$ cat src/rtl/fp32_div_pkg.sv
// Shared types and constants for the FP32 divide front end.
// Denormal support in div_pre_processing is selected by DIV_PRE_DENORM_EN.
package fp32_div_pkg;

  localparam int FP32_BIAS = 127;
  localparam int EXP_W     = 8;
  localparam int FRAC_W    = 23;
  localparam int QEXP_W    = 10;
  localparam int SIG_W     = FRAC_W + 1;
  localparam int LZ_W      = 5;

  typedef enum logic [1:0] {
    NORMAL = 2'd0,
    NAN    = 2'd1,
    INF    = 2'd2,
    ZERO   = 2'd3
  } fp_class_e;

  typedef struct packed {
    logic              sign;
    logic [EXP_W-1:0]  exp_a;
    logic [EXP_W-1:0]  exp_b;
    logic [SIG_W-1:0]  sig_a;
    logic [SIG_W-1:0]  sig_b;
    logic [LZ_W-1:0]   lz_a;
    logic [LZ_W-1:0]   lz_b;
    fp_class_e         cls;
  } s1_data_t;

  // Earlier tests win: invalid operations first, then the infinite and zero quotients.
  function automatic fp_class_e classify(input logic nan_a, input logic inf_a,
                                         input logic zero_a, input logic nan_b,
                                         input logic inf_b, input logic zero_b);
    if (nan_a || nan_b || (zero_a && zero_b) || (inf_a && inf_b)) return NAN;
    else if (inf_a || zero_b) return INF;
    else if (zero_a || inf_b) return ZERO;
    else return NORMAL;
  endfunction

endpackage

$ cat src/rtl/lzc24.sv
// Combinational 24-bit leading-zero counter; an all-zero input yields 24.
module lzc24
  import fp32_div_pkg::*;
(
  input  logic [SIG_W-1:0] in_bits,
  output logic [LZ_W-1:0]  count
);

  // Scanning upward lets the highest set bit have the last word.
  always_comb begin
    count = LZ_W'(SIG_W);
    for (int i = 0; i < SIG_W; i++) begin
      if (in_bits[i]) count = LZ_W'(SIG_W - 1 - i);
    end
  end

endmodule

$ cat src/rtl/div_pre_processing.sv
// Two-stage FP32 divide operand unpacker: classify, normalize, form quotient exponent.
// Define DIV_PRE_DENORM_EN to normalize denormals; otherwise they are flushed to zero.
module div_pre_processing
  import fp32_div_pkg::*;
(
  input  logic              clk,
  input  logic              rst_n,
  input  logic              in_valid,
  output logic              in_ready,
  input  logic [31:0]       dividend,
  input  logic [31:0]       divisor,
  output logic              out_valid,
  input  logic              out_ready,
  output logic [SIG_W-1:0]  mant_a,
  output logic [SIG_W-1:0]  mant_b,
  output logic              resultsign,
  output logic [QEXP_W-1:0] current_exponent,
  output logic [1:0]        special
);

  // Handshake: a transfer happens on a cycle where valid && ready are both high at the
  // rising edge; a producer holds valid and data steady until that transfer, and ready
  // may depend combinationally on the consumer's ready (never on the producer's valid).
  logic              v1_d, v1_q;
  logic              v2_d, v2_q;
  s1_data_t          s1_d, s1_q;
  logic [SIG_W-1:0]  mant_a_d, mant_a_q;
  logic [SIG_W-1:0]  mant_b_d, mant_b_q;
  logic              resultsign_d, resultsign_q;
  logic [QEXP_W-1:0] cur_exp_d, cur_exp_q;
  fp_class_e         special_d, special_q;

  logic load2;
  logic accept;

  assign load2    = !v2_q || out_ready;
  assign in_ready = rst_n && (!v1_q || load2);
  assign accept   = in_valid && in_ready;

  logic [EXP_W-1:0]  exp_a, exp_b;
  logic [FRAC_W-1:0] frac_a, frac_b;
  logic [SIG_W-1:0]  sig_a, sig_b;
  logic [LZ_W-1:0]   lz_a, lz_b;
  logic              zero_a, zero_b, inf_a, inf_b, nan_a, nan_b;

  always_comb begin
    exp_a  = dividend[30:23];
    exp_b  = divisor[30:23];
    frac_a = dividend[22:0];
    frac_b = divisor[22:0];
    inf_a  = (exp_a == '1) && (frac_a == '0);
    inf_b  = (exp_b == '1) && (frac_b == '0);
    nan_a  = (exp_a == '1) && (frac_a != '0);
    nan_b  = (exp_b == '1) && (frac_b != '0);
`ifdef DIV_PRE_DENORM_EN
    zero_a = (exp_a == '0) && (frac_a == '0);
    zero_b = (exp_b == '0) && (frac_b == '0);
    sig_a  = {exp_a != '0, frac_a};
    sig_b  = {exp_b != '0, frac_b};
`else
    // Flush-to-zero: any zero exponent field is a zero operand.
    zero_a = (exp_a == '0);
    zero_b = (exp_b == '0);
    sig_a  = {1'b1, frac_a};
    sig_b  = {1'b1, frac_b};
`endif
  end

`ifdef DIV_PRE_DENORM_EN
  lzc24 u_lzc_a (.in_bits(sig_a), .count(lz_a));
  lzc24 u_lzc_b (.in_bits(sig_b), .count(lz_b));
`else
  assign lz_a = '0;
  assign lz_b = '0;
`endif

  // Stage 1: capture on transfer, empty when the held pair advances.
  always_comb begin
    v1_d = v1_q;
    s1_d = s1_q;
    if (accept) begin
      v1_d       = 1'b1;
      s1_d.sign  = dividend[31] ^ divisor[31];
      s1_d.exp_a = (exp_a == '0) ? EXP_W'(1) : exp_a;
      s1_d.exp_b = (exp_b == '0) ? EXP_W'(1) : exp_b;
      s1_d.sig_a = sig_a;
      s1_d.sig_b = sig_b;
      s1_d.lz_a  = lz_a;
      s1_d.lz_b  = lz_b;
      s1_d.cls   = classify(nan_a, inf_a, zero_a, nan_b, inf_b, zero_b);
    end else if (load2) begin
      v1_d = 1'b0;
    end
  end

  logic [QEXP_W-1:0] ea_w, eb_w, lza_w, lzb_w;

  always_comb begin
    ea_w  = {{(QEXP_W-EXP_W){1'b0}}, s1_q.exp_a};
    eb_w  = {{(QEXP_W-EXP_W){1'b0}}, s1_q.exp_b};
    lza_w = {{(QEXP_W-LZ_W){1'b0}}, s1_q.lz_a};
    lzb_w = {{(QEXP_W-LZ_W){1'b0}}, s1_q.lz_b};
  end

  // Stage 2: output registers only move when the downstream side can take a new value.
  always_comb begin
    v2_d         = v2_q;
    mant_a_d     = mant_a_q;
    mant_b_d     = mant_b_q;
    resultsign_d = resultsign_q;
    cur_exp_d    = cur_exp_q;
    special_d    = special_q;
    if (load2) begin
      v2_d = v1_q;
      if (v1_q) begin
        resultsign_d = s1_q.sign;
        special_d    = s1_q.cls;
        if (s1_q.cls == NORMAL) begin
          mant_a_d  = s1_q.sig_a << s1_q.lz_a;
          mant_b_d  = s1_q.sig_b << s1_q.lz_b;
          // Wraps in 10-bit two's complement; the reachable range fits without saturation.
          cur_exp_d = (ea_w - lza_w) - (eb_w - lzb_w) + QEXP_W'(FP32_BIAS);
        end else begin
          mant_a_d  = '0;
          mant_b_d  = '0;
          cur_exp_d = '0;
        end
      end
    end
  end

  always_ff @(posedge clk) begin
    if (!rst_n) begin
      v1_q         <= 1'b0;
      v2_q         <= 1'b0;
      s1_q         <= '0;
      mant_a_q     <= '0;
      mant_b_q     <= '0;
      resultsign_q <= 1'b0;
      cur_exp_q    <= '0;
      special_q    <= NORMAL;
    end else begin
      v1_q         <= v1_d;
      v2_q         <= v2_d;
      s1_q         <= s1_d;
      mant_a_q     <= mant_a_d;
      mant_b_q     <= mant_b_d;
      resultsign_q <= resultsign_d;
      cur_exp_q    <= cur_exp_d;
      special_q    <= special_d;
    end
  end

  assign out_valid        = v2_q;
  assign mant_a           = mant_a_q;
  assign mant_b           = mant_b_q;
  assign resultsign       = resultsign_q;
  assign current_exponent = cur_exp_q;
  assign special          = special_q;

endmodule

$ cat config.mk
export PLATFORM = sky130hd
export DESIGN_NAME = div_pre_processing
export DESIGN_NICKNAME = d
export VERILOG_FILES = /design/src/rtl/fp32_div_pkg.sv /design/src/rtl/lzc24.sv /design/src/rtl/div_pre_processing.sv
export SDC_FILE = /design/constraint.sdc
export NUM_CORES = 1
export LEC_CHECK = 0
export ABC_AREA = 1
export BUFFER_PORTS_ARGS = -buffer_cell sky130_fd_sc_hd__buf_2
export CORE_MARGIN = 1.5
export CORE_UTILIZATION = 48
export CTS_CLUSTER_DIAMETER = 50
export CTS_CLUSTER_SIZE = 30
export DETAILED_ROUTE_END_ITERATION = 12
export GPL_ROUTABILITY_DRIVEN = 0
export HOLD_SLACK_MARGIN = 0.06
export PLACE_DENSITY = 0.88
export SLEW_MARGIN = 10
export SYNTH_ARGS = -nofsm -noshare
export SYNTH_HDL_FRONTEND = slang
export SYNTH_SLANG_ARGS = --single-unit
$ cat constraint.sdc
create_clock -name clk -period 2.1 [get_ports clk]
set_clock_uncertainty 0.05 [all_clocks]
set_input_delay 0.42 -clock clk [delete_from_list [all_inputs] [get_ports clk]]
set_output_delay 0.42 -clock clk [all_outputs]
set_load 0.02 [all_outputs]
==> metrics.yaml <==
synthDistinctLibCells: 37
cts.clk_slew.worst_paths_ns: 0.07
initial_core_util_pct: 49.67
ys_top_cells_by_area: "dfxtp_1 50%, o21ai_0 11%, nand2_1 11%"
first_global_vias: 4567
final_area_um2: 6640
firstDrtPassIters: 5
insertion_delay_ns: 0.50
fin_setup_tns_ns: -0.1124
die_h_um: 106.6
required_ns: 2.48
cts_root_buf: "clkbuf_8"
dpl-instance-area_um2: 5901
rsz0062_at_grt: "yes"
vdd_drop_max_v: 0.0004286
pin_count: 131
synthesis.area_um2: 5151
area_growth_pct: 28.90
dp_cells: 905
grt_pass1_wl_um: 20440
wl_met1_um: 5467
wl_met2_um: 6222
max-slew-margin-rel_pct: 63.16
dr_total_vias: 4835
ys_seq_area_share_pct: 49.74
layout-drive-gt1-share_pct: 26.42
ys_seq_elements: 128
core_um2: 10370
grt_overflow: 0
clock_sinks: 128
crit_buf_inv: 5
antenna_found_initial: 0
row_count: 37
syn_area_per_cell_um2: 7.688
cts.htree.levels: 4
crit_chain: "inv_2 > ha_4 > inv_4 > fa_2 > inv_2 > buf_4 > buf_4 > nand2_2 > nor2_4 > nand3b_4 > o21ai_2 > nand3_2 > a21oi_2"
setup_ws_ns: -0.04481
critPathMaxStageDelay_ns: 0.43
fillers: 911
cts.path.max_buffers: 2
period_share_pct: 102.1
worstSetupPathDepth: 13
ys_warn_count: 0
min_period_ns: 2.145
worst_path_max_delay_cell: "fa_2"
port_buffers: 130
met3_length_um: 811
startpoint_type: "register"
power_density_nw_per_um2: 954.1
outcome: "finished, violations left"
grt_util_all_layers_pct: 22.39
critPathTopFamily: "adder cells"
crit_type: "reg2reg"
wl_per_cell_um: 13.35
hpwlAfterDp_um: 8398
power_leakage_uw: 0.002949
fin_cells: 947
syn-num-nets: 748
violations: "setup timing"
critPathArrivalTime_ns: 2.52
drt_iter0_markers: 206
nets: 875
die-area_um2: 11360
tritoncts: "done"
cts_inserted_buffers: 17
drtAntennaViolNets: 0
fmax_mhz: 466.2
yosys.area.top_type_share_pct: 49.74
wirelength_um: 12640
hold_viol_final: 0
via_per_inst: 5.106
maxCapViolations: 0
die_w_um: 106.6
synthCells: 670
hp-class: "in2reg"
drc_errors: 0
grt_max_degree: 69
setup_viol: 4
crit_path_max_fanout: 3
synth_area_leader_cell: "dfxtp_1"
r2r_cells: 13
hold_depth: 3
drv_slew: 0
crit_path_end_kind: "register"
max_slew.worst_pin.slew_ns: 0.5526
dp_slack_ns: -0.1246
dr.max_layer_used: "met4"
==> through the flow <==
step | hold slack, ns | power (uW) | util (%)
floorplan | 0.3639 | 3258 | -
global placement | 0.3753 | 3481 | 56.90
detailed placement | 0.3783 | 3511 | 56.90
CTS | 0.06055 | 6318 | 63.33
global route | 0.06877 | 6613 | 64.01
finish | 0.08404 | 6336 | 64.03
==> layout make-up <==
type	instances	area [um2]	share of cell area [%]
tap	136	170.2	2.563
clock inverter	15	162.7	2.450
multi-input combinational	463	2338	35.22
sequential	128	2565	38.63
clock buffer	17	414.1	6.237
inverter	40	153.9	2.318
timing repair buffer	147	833.3	12.55
antenna	1	2.502	0.03769
==> kinds of logic (layout without fill, tap and decap cells) <==
logic type / after synthesis / in the layout / synth area share (%)
AO/OA/AOI/OAI: 147 / 147 / 14.65
XOR/XNOR: 3 / 3 / 0.5102
adder cells (fa/ha/maj): 10 / 10 / 2.575
buffers and inverters: 79 / 219 / 6.266
flip-flops: 128 / 128 / 49.75
other: 0 / 1 / 0
AND/OR/NAND/NOR: 303 / 303 / 26.26
==> report_power, final <==
| part | internal (uW) | switching, uW |
|---|---|---|
| Clock | 1530 | 1250 |
| Combinational | 351 | 582 |
| Sequential | 2570 | 53.4 |
==> routing by layer <==
layer / up-vias / global-route usage (%)
met5: - / 0
met4: 0 / 6.095
met3: 14 / 7.599
met2: 145 / 37.96
met1: 2192 / 27.09
li1: 2484 / -
==> worst reg2reg max path, cell delays in order, from the launching register on <==
cell	delay, ns
dfxtp_2	0.32
inv_2	0.04
ha_4	0.16
inv_4	0.06
fa_2	0.43
inv_2	0.09
buf_4	0.11
buf_4	0.10
nand2_2	0.07
nor2_4	0.13
nand3b_4	0.11
o21ai_2	0.17
nand3_2	0.10
a21oi_2	0.14
==> sequential cells by signal, summed over array words and instances, names as in the netlist <==
register,count
mant_a,24
special,2
eb_w,8
mant_b,23
s1_q,50
current_exponent,10
v1_q,1
out_valid,1
ea_w,8
resultsign,1
==> cell usage after synthesis (all sizes together) <==
| cell | instances |
|---|---|
| xnor2 | 2 |
| nand3 | 67 |
| a21oi | 26 |
| xor2 | 1 |
| a2bb2oi | 1 |
| a211oi | 1 |
| nor2 | 50 |
| clkinv | 2 |
| inv | 38 |
| nor3 | 6 |
| ha | 9 |
| nand4 | 5 |
| a22oi | 1 |
| clkbuf | 26 |
| dfxtp | 128 |
| nand3b | 5 |
| buf | 13 |
| nor4 | 5 |
| nand2 | 161 |
| o21a | 1 |
| o21ai | 117 |
| or2 | 2 |
| fa | 1 |
| and2 | 2 |
==> what timing repair did <==
item                                    CTS  global route
gates resized for setup                   6            18
buffers inserted                          2             1
hold endpoints to repair                  6             0
endpoints found under the setup margin    3             7
hold buffers                              6             0
pin swaps                                 5             9
==> worst paths after layout <==
path	end	start	slack (ns)
hold reg to reg	s1_q[59]$_SDFFE_PN0P_	s1_q[59]$_SDFFE_PN0P_	0.40
setup / recovery	current_exponent[7]$_SDFFE_PN0P_	ea_w[0]$_SDFFE_PN0P_	-0.04
setup reg to reg	current_exponent[7]$_SDFFE_PN0P_	ea_w[0]$_SDFFE_PN0P_	-0.04
hold / removal	s1_q[43]$_SDFFE_PN0P_	dividend[7]	0.08
==> cells in the final DEF, fill, tap and decap left out, drive strengths merged, types with 2 or more instances in the layout <==
master         n
nand3b         5
buf          141
or2            2
and2           2
inv           47
dlygate4sd3    6
nand4          5
clkbuf        17
nand3         67
nor3           6
nor4           5
nor2          50
ha             9
a21oi         26
clkinv         7
o21ai        117
xnor2          2
dfxtp        128
nand2        161
Power figures use the tool's default switching activity.
